## config.mk

```make
export PLATFORM = sky130hd
export DESIGN_NAME = bias_stream_loader
export DESIGN_NICKNAME = d
export VERILOG_FILES = /design/src/rtl/mlp_pkg.sv /design/src/rtl/bias_ram.sv /design/src/rtl/bias_stream_loader.sv
export SDC_FILE = /design/constraint.sdc
export NUM_CORES = 1
export LEC_CHECK = 0
export CORE_MARGIN = 1
export CORE_UTILIZATION = 35
export CTS_CLUSTER_SIZE = 24
export DETAILED_ROUTE_END_ITERATION = 10
export DONT_BUFFER_PORTS = 1
export PLACE_DENSITY = 0.49
export SYNTH_ARGS = -nofsm -noshare
export SYNTH_HDL_FRONTEND = slang
export SYNTH_SLANG_ARGS = --single-unit
```

## constraint.sdc

```tcl
create_clock -name clk -period 2.39 [get_ports clk]
set_input_delay 0.239 -clock clk [delete_from_list [all_inputs] [get_ports clk]]
set_output_delay 0.239 -clock clk [all_outputs]
set_load 0.02 [all_outputs]
```

## src/rtl/mlp_pkg.sv

```systemverilog
// Shared MLP constants, bias types and loader state encoding.
// BIAS_LOADER_CHECKSUM_EN adds a per-record checksum state.
package mlp_pkg;

  localparam int NUM_LAYERS    = 3;
  localparam int LAYER_STRIDE  = 32;
  localparam int MAX_PER_LAYER = 32;
  localparam int BIAS_IDX_W    = 7;
  localparam int BIAS_DEPTH    = 1 << BIAS_IDX_W;

  localparam int HDR_LAYER_MSB = 7;
  localparam int HDR_LAYER_LSB = 6;
  localparam int HDR_CNT_MSB   = 5;
  localparam int HDR_CNT_LSB   = 0;

  localparam int ADDR_IDX_MSB  = 15;
  localparam int ADDR_IDX_LSB  = 9;

  typedef logic signed [7:0] bias_t;
  typedef logic [1:0] layer_t;
  typedef logic [5:0] count_t;
  typedef logic [BIAS_IDX_W-1:0] bias_idx_t;

  typedef enum logic [2:0] {
    ST_IDLE,
    ST_HDR,
    ST_DATA,
    ST_DRAIN
`ifdef BIAS_LOADER_CHECKSUM_EN
    ,
    ST_CHK
`endif
  } ld_state_t;

  localparam count_t MAX_CNT = count_t'(MAX_PER_LAYER);

  function automatic bias_idx_t layer_base(
    input layer_t l
  );
    return bias_idx_t'(int'(l) * LAYER_STRIDE);
  endfunction

  function automatic logic layer_ok(
    input layer_t l
  );
    return int'(l) < NUM_LAYERS;
  endfunction

endpackage

```

## src/rtl/bias_ram.sv

```systemverilog
// 128x8 bias RAM: synchronous write, registered read.
// Read returns the pre-write value on a same-index collision.
module bias_ram
  import mlp_pkg::*;
(
  input  logic                  clk,
  input  logic                  reset,
  input  logic                  we,
  input  logic [BIAS_IDX_W-1:0] waddr,
  input  logic [7:0]            wdata,
  input  logic [BIAS_IDX_W-1:0] raddr,
  output logic [7:0]            rdata
);

  bias_t mem [BIAS_DEPTH];
  bias_t rdata_q;
  bias_t rdata_d;

  // storage array, never reset
  always_ff @(posedge clk) begin
    if (we) begin
      mem[waddr] <= wdata;
    end
  end

  // read mux ahead of the output register
  always_comb begin
    rdata_d = mem[raddr];
  end

  // output register, forced to zero in reset
  always_ff @(posedge clk) begin
    if (reset) begin
      rdata_q <= '0;
    end else begin
      rdata_q <= rdata_d;
    end
  end

  assign rdata = rdata_q;

endmodule

```

## src/rtl/bias_stream_loader.sv

```systemverilog
// Streams per-layer bias records into the bias RAM.
// Option: BIAS_LOADER_CHECKSUM_EN (checksum byte per record).
module bias_stream_loader
  import mlp_pkg::*;
(
  input  logic        clk,
  input  logic        reset,
  input  logic [7:0]  s_data,
  input  logic        s_valid,
  output logic        s_ready,
  output logic        busy,
  output logic        load_done,
  output logic        load_err,
  input  logic [15:0] input_addr,
  output logic [7:0]  bias_val
);

`ifdef BIAS_LOADER_CHECKSUM_EN
  localparam ld_state_t REC_END = ST_CHK;
`else
  localparam ld_state_t REC_END = ST_HDR;
`endif

  ld_state_t state_q, state_d;
  bias_idx_t idx_q, idx_d;
  count_t    rem_q, rem_d;
  count_t    extra_q, extra_d;
  logic      err_q, err_d;
  logic      done_q, done_d;
  logic      rdy_q, rdy_d;
`ifdef BIAS_LOADER_CHECKSUM_EN
  logic [7:0] sum_q, sum_d;
`endif

  logic      xfer;
  layer_t    hdr_layer;
  count_t    hdr_cnt;
  logic      ram_we;
  logic      unused_addr;

  assign xfer      = s_valid && rdy_q;
  assign hdr_layer = s_data[HDR_LAYER_MSB:HDR_LAYER_LSB];
  assign hdr_cnt   = s_data[HDR_CNT_MSB:HDR_CNT_LSB];
  assign unused_addr = ^input_addr[ADDR_IDX_LSB-1:0];

  // next-state, counters and write strobe
  always_comb begin
    state_d = state_q;
    idx_d   = idx_q;
    rem_d   = rem_q;
    extra_d = extra_q;
    err_d   = err_q;
    done_d  = 1'b0;
    rdy_d   = 1'b1;
    ram_we  = 1'b0;
`ifdef BIAS_LOADER_CHECKSUM_EN
    sum_d   = sum_q;
`endif
    unique case (state_q)
      ST_IDLE, ST_HDR: begin
        if (xfer) begin
          if (state_q == ST_IDLE) begin
            err_d = 1'b0;
          end
`ifdef BIAS_LOADER_CHECKSUM_EN
          sum_d = s_data;
`endif
          if (hdr_cnt == '0) begin
            done_d  = 1'b1;
            state_d = ST_IDLE;
          end else if (!layer_ok(hdr_layer)) begin
            err_d   = 1'b1;
            state_d = ST_DRAIN;
            rem_d   = hdr_cnt;
            extra_d = '0;
          end else begin
            state_d = ST_DATA;
            idx_d   = layer_base(hdr_layer);
            if (hdr_cnt > MAX_CNT) begin
              err_d   = 1'b1;
              rem_d   = MAX_CNT;
              extra_d = hdr_cnt - MAX_CNT;
            end else begin
              rem_d   = hdr_cnt;
              extra_d = '0;
            end
          end
        end
      end
      ST_DATA: begin
        if (xfer) begin
          ram_we = 1'b1;
          idx_d  = idx_q + 7'd1;
          rem_d  = rem_q - 6'd1;
`ifdef BIAS_LOADER_CHECKSUM_EN
          sum_d  = sum_q + s_data;
`endif
          if (rem_q == 6'd1) begin
            if (extra_q != '0) begin
              state_d = ST_DRAIN;
              rem_d   = extra_q;
              extra_d = '0;
            end else begin
              state_d = REC_END;
            end
          end
        end
      end
      ST_DRAIN: begin
        if (xfer) begin
          rem_d = rem_q - 6'd1;
`ifdef BIAS_LOADER_CHECKSUM_EN
          sum_d = sum_q + s_data;
`endif
          if (rem_q == 6'd1) begin
            state_d = REC_END;
          end
        end
      end
`ifdef BIAS_LOADER_CHECKSUM_EN
      ST_CHK: begin
        if (xfer) begin
          if (s_data != sum_q) begin
            err_d = 1'b1;
          end
          state_d = ST_HDR;
        end
      end
`endif
      default: begin
        state_d = ST_IDLE;
      end
    endcase
  end

  // state and counter registers
  always_ff @(posedge clk) begin
    if (reset) begin
      state_q <= ST_IDLE;
      idx_q   <= '0;
      rem_q   <= '0;
      extra_q <= '0;
      err_q   <= 1'b0;
      done_q  <= 1'b0;
      rdy_q   <= 1'b0;
`ifdef BIAS_LOADER_CHECKSUM_EN
      sum_q   <= '0;
`endif
    end else begin
      state_q <= state_d;
      idx_q   <= idx_d;
      rem_q   <= rem_d;
      extra_q <= extra_d;
      err_q   <= err_d;
      done_q  <= done_d;
      rdy_q   <= rdy_d;
`ifdef BIAS_LOADER_CHECKSUM_EN
      sum_q   <= sum_d;
`endif
    end
  end

  assign s_ready   = rdy_q;
  assign busy      = (state_q != ST_IDLE);
  assign load_done = done_q;
  assign load_err  = err_q;

  bias_ram u_ram (
    .clk   (clk),
    .reset (reset),
    .we    (ram_we),
    .waddr (idx_q),
    .wdata (s_data),
    .raddr (input_addr[ADDR_IDX_MSB:ADDR_IDX_LSB]),
    .rdata (bias_val)
  );

endmodule

```

==> reports/summary.txt <==
SYNTH
-------------------------------------------------------------------------------------
Distinct cells, synth ..................................................           69
Number of storage elements in the synthesis netlist ....................         1056
Number of standard cells after synthesis ...............................         2110
Synth warn .............................................................            0
Share of flip-flops with an asynchronous set or reset ..................            0
Sequential element share of the synthesized area .......................       0.7574
Syn avg cell area ......................................................   19.64 um^2
EDFF count, synth ......................................................         1024
Area of the mapped netlist .............................................   41440 um^2
Net Count, Synth .......................................................         2140
Most instantiated flip-flop cell in the synthesis netlist .............. sky130_fd_sc_hd__edfxtp_1

ROUTE
-------------------------------------------------------------------------------------
Per-cell via count in the routed design ................................        5.341
Count of routing violations after the opening detailed-route iteration .         1954
Drt drc ................................................................            0
Remaining antenna violation count after routing ........................            0
WL per Instance ........................................................     27.05 um
Number of detailed-routing iterations run before antenna repair ........            5
Via count ..............................................................        21079
Final wirelength .......................................................    106800 um

CLOCK TREE
-------------------------------------------------------------------------------------
CTS buffer count .......................................................          110
Clk slew on worst S/H paths ............................................      0.06 ns
Clock insertion delay at the later pin of the skew report ..............      0.69 ns
TritonCTS clock tree ...................................................         done
CTS sink count .........................................................         1056
Root buffer cell ....................................................... sky130_fd_sc_hd__clkbuf_16
Maximum clock path buffer count ........................................            3
CTS H-tree depth .......................................................            3
Number of buffers inserted by post-CTS setup repair ....................            0

GLOBAL ROUTE
-------------------------------------------------------------------------------------
Vias in the first global route .........................................        21671
Initial antenna violation count ........................................            3
Total global routing track utilization .................................       0.1779
Global-route wire length before repair .................................    154500 um
GR Overflow Total ......................................................            0
Maximum number of pins on one net before global-route repair ...........          313

FINAL LAYOUT
-------------------------------------------------------------------------------------
Nets ...................................................................         2363
Layout cells sized above 1 .............................................       0.2489
Most frequent cells in the layout ...................................... 1024 x sky130_fd_sc_hd__edfxtp_1, 207 x sky130_fd_sc_hd__buf_4, 200 x sky130_fd_sc_hd__mux4_2
Ant diodes .............................................................            0
Number of filler instances in the final layout .........................        10226
Finished layout cell area ..............................................   48220 um^2
Area delta synth->final ................................................       16.36%
Most common cell after layout, fill and taps aside ..................... sky130_fd_sc_hd__edfxtp_1

POWER
-------------------------------------------------------------------------------------
Worst supply voltage drop on vdd .......................................    0.5675 mV
Power density of the placed cells ...................................... 799.9 nW/um^2
Post-route total power .................................................     38580 uW
Leakage component of the power .........................................   0.01547 uW

TIMING
-------------------------------------------------------------------------------------
Setup violations, final ................................................            0
PnR worst setup slack ..................................................   0.08271 ns
Hold_ws ................................................................  0.007579 ns
Max Clk Rate ...........................................................    433.4 MHz
Final count of pins violating max slew .................................            0
Transition at the pin with the smallest max-transition slack ...........     1.295 ns
Setup_tns ..............................................................         0 ns
Post-route clock period utilization ....................................       0.9654
Max-slew headroom at the worst pin .....................................       0.1367
Period minus WS final ..................................................     2.307 ns
RSZ-0062 raised after global routing ...................................        false
Worst clock skew .......................................................   0.03347 ns
Final Hold Violating Endpoints .........................................            0

DIE
-------------------------------------------------------------------------------------
Die Ht .................................................................     346.1 um
Die width ..............................................................     346.1 um
Core ar. ...............................................................  116800 um^2
Core Rows ..............................................................          125
Initial core utilization ...............................................       0.3547
Boundary pin count .....................................................           39
Die footprint ..........................................................  119800 um^2

PLACED DESIGN
-------------------------------------------------------------------------------------
Final estimated routing congestion in global placement .................       0.7781
Number of input and output port buffers inserted .......................            0
Post-Place Worst Slack .................................................   0.02756 ns
Area post-placement ....................................................   44320 um^2
Post-detailed-placement half-perimeter wirelength ......................     58900 um

HOLD PATH
-------------------------------------------------------------------------------------
Path type of the worst min-delay path .................................. input pin to register
Launch instance of the worst min-delay path ............................    s_data[6]

OUTCOME
-------------------------------------------------------------------------------------
Result of the run ...................................................... complete, no violations

SETUP PATH
-------------------------------------------------------------------------------------
Type of element capturing the critical path ............................     register
Worst Path Arrival .....................................................      2.86 ns
Data required time at the worst endpoint ...............................      2.95 ns
Kind of launch point of the worst setup path ...........................     register
FF-to-FF Start ......................................................... u_ram.mem[123][2]
Largest fanout on the critical path ....................................            1
Type of the worst setup path ........................................... register to register
Launch point of the critical path ...................................... u_ram.mem[123][2]

FLOW RUN
-------------------------------------------------------------------------------------
Max_cap viols ..........................................................            0

routing by layer:
metal  up-vias  GRT usage  part of all wire  wire length [um]
li1       9140          -                 -                 -
met1     11209     0.2554              0.45             48340
met2       590     0.2774              0.47             49730
met3       136    0.03448             0.063              6673
met4         4    0.04562             0.018              1957
met5         -          0           0.00053                57
kinds of logic (layout without fill, tap and decap cells):
family | after synthesis | after routing | synth area share
DFF | 1056 | 1056 | 0.7574
muxes | 360 | 360 | 0.1474
and+or+nand+nor | 331 | 331 | 0.03786
AOI/OAI and AO/OA | 227 | 227 | 0.03834
buffers and inverters | 130 | 443 | 0.01745
adders and majority gates | 3 | 3 | 0.0009058
xor gates and xnor gates | 3 | 3 | 0.0006341
sequential cells by signal (all words and copies together), names as in the netlist:
register,count
u_ram.mem,1024
u_ram.rdata,8
idx_q,7
extra_q,6
rem_q,6
state_q,2
load_done,1
load_err,1
s_ready,1
repair_timing:
item | CTS | global route
hold buffers | 23 | 0
setup endpoints to repair | 1 | 1
resized for setup | 1 | 1
endpoints found under the hold margin | 1056 | 0
metrics by stage:
step                utilization  cells
global placement         0.3794   3722
detailed placement       0.3794   3722
global route             0.4128   3947
CTS                      0.4127   3947
finish                   0.4128   3947
floorplan                     -   2110
worst max-delay path: stages, from the launching register on:
cell	delay, ns
sky130_fd_sc_hd__edfxtp_1	0.35
sky130_fd_sc_hd__mux4_2	0.50
sky130_fd_sc_hd__and4b_1	0.25
sky130_fd_sc_hd__a31oi_1	0.36
sky130_fd_sc_hd__o32ai_1	0.22
sky130_fd_sc_hd__nor4_2	0.38
sky130_fd_sc_hd__o211ai_1	0.13
where the power goes:
part	switching (uW)	internal, uW	leakage (uW)
clock network	7110	9560	0.00171
logic	861	645	0.00430
registers	80.7	20300	0.00946
cell usage after synthesis (all sizes together) (2+ instances only):
cell type / count / area, um^2
and2: 5 / 31.28
a21boi: 5 / 37.54
nand4: 3 / 18.77
and3: 3 / 18.77
a41oi: 6 / 52.55
or3: 9 / 61.31
o22ai: 6 / 37.54
a211oi: 10 / 75.07
nand3: 53 / 265.3
o211ai: 2 / 15.01
nor3b: 4 / 35.03
dfxtp: 32 / 640.6
a21oi: 35 / 178.9
mux4: 200 / 4504
nor2: 157 / 601.8
nor2b: 18 / 112.6
a31oi: 17 / 121.4
o32a: 2 / 20.02
o21ai: 30 / 168.9
or4: 3 / 30.03
a221oi: 6 / 52.55
ha: 3 / 37.54
nor4: 6 / 37.54
a22oi: 93 / 698.2
or2: 5 / 31.28
nand3b: 5 / 37.54
nand2b: 5 / 31.28
or3b: 2 / 17.52
mux2i: 159 / 1592
edfxtp: 1024 / 30750
inv: 6 / 22.52
xnor2: 2 / 17.52
nor3: 13 / 70.07
buf: 82 / 539.3
clkbuf: 42 / 161.4
o221ai: 6 / 52.55
a32oi: 2 / 17.52
nand2: 37 / 138.9
path summary, 6_finish.rpt:
| path | to | slack, ns | cells past startpoint |
|---|---|---|---|
| max | u_ram.rdata[2] | 0.08 | 6 |
| min | u_ram.mem[83][6] | 0.008 | 1 |
| max reg2reg | u_ram.rdata[2] | 0.08 | 6 |
| min reg2reg | rem_q[2] | 0.51 | 2 |
cell type report:
type	count	area, um^2	area share
clock buffer	134	2927	0.06069
clock inverter	68	584.3	0.01212
inverter	6	22.52	0.0004670
multi-input combinational	924	9358	0.1941
sequential	1056	31390	0.6509
tap	1524	1907	0.03954
timing repair buffer	235	2034	0.04219
Power figures use the tool's default switching activity.
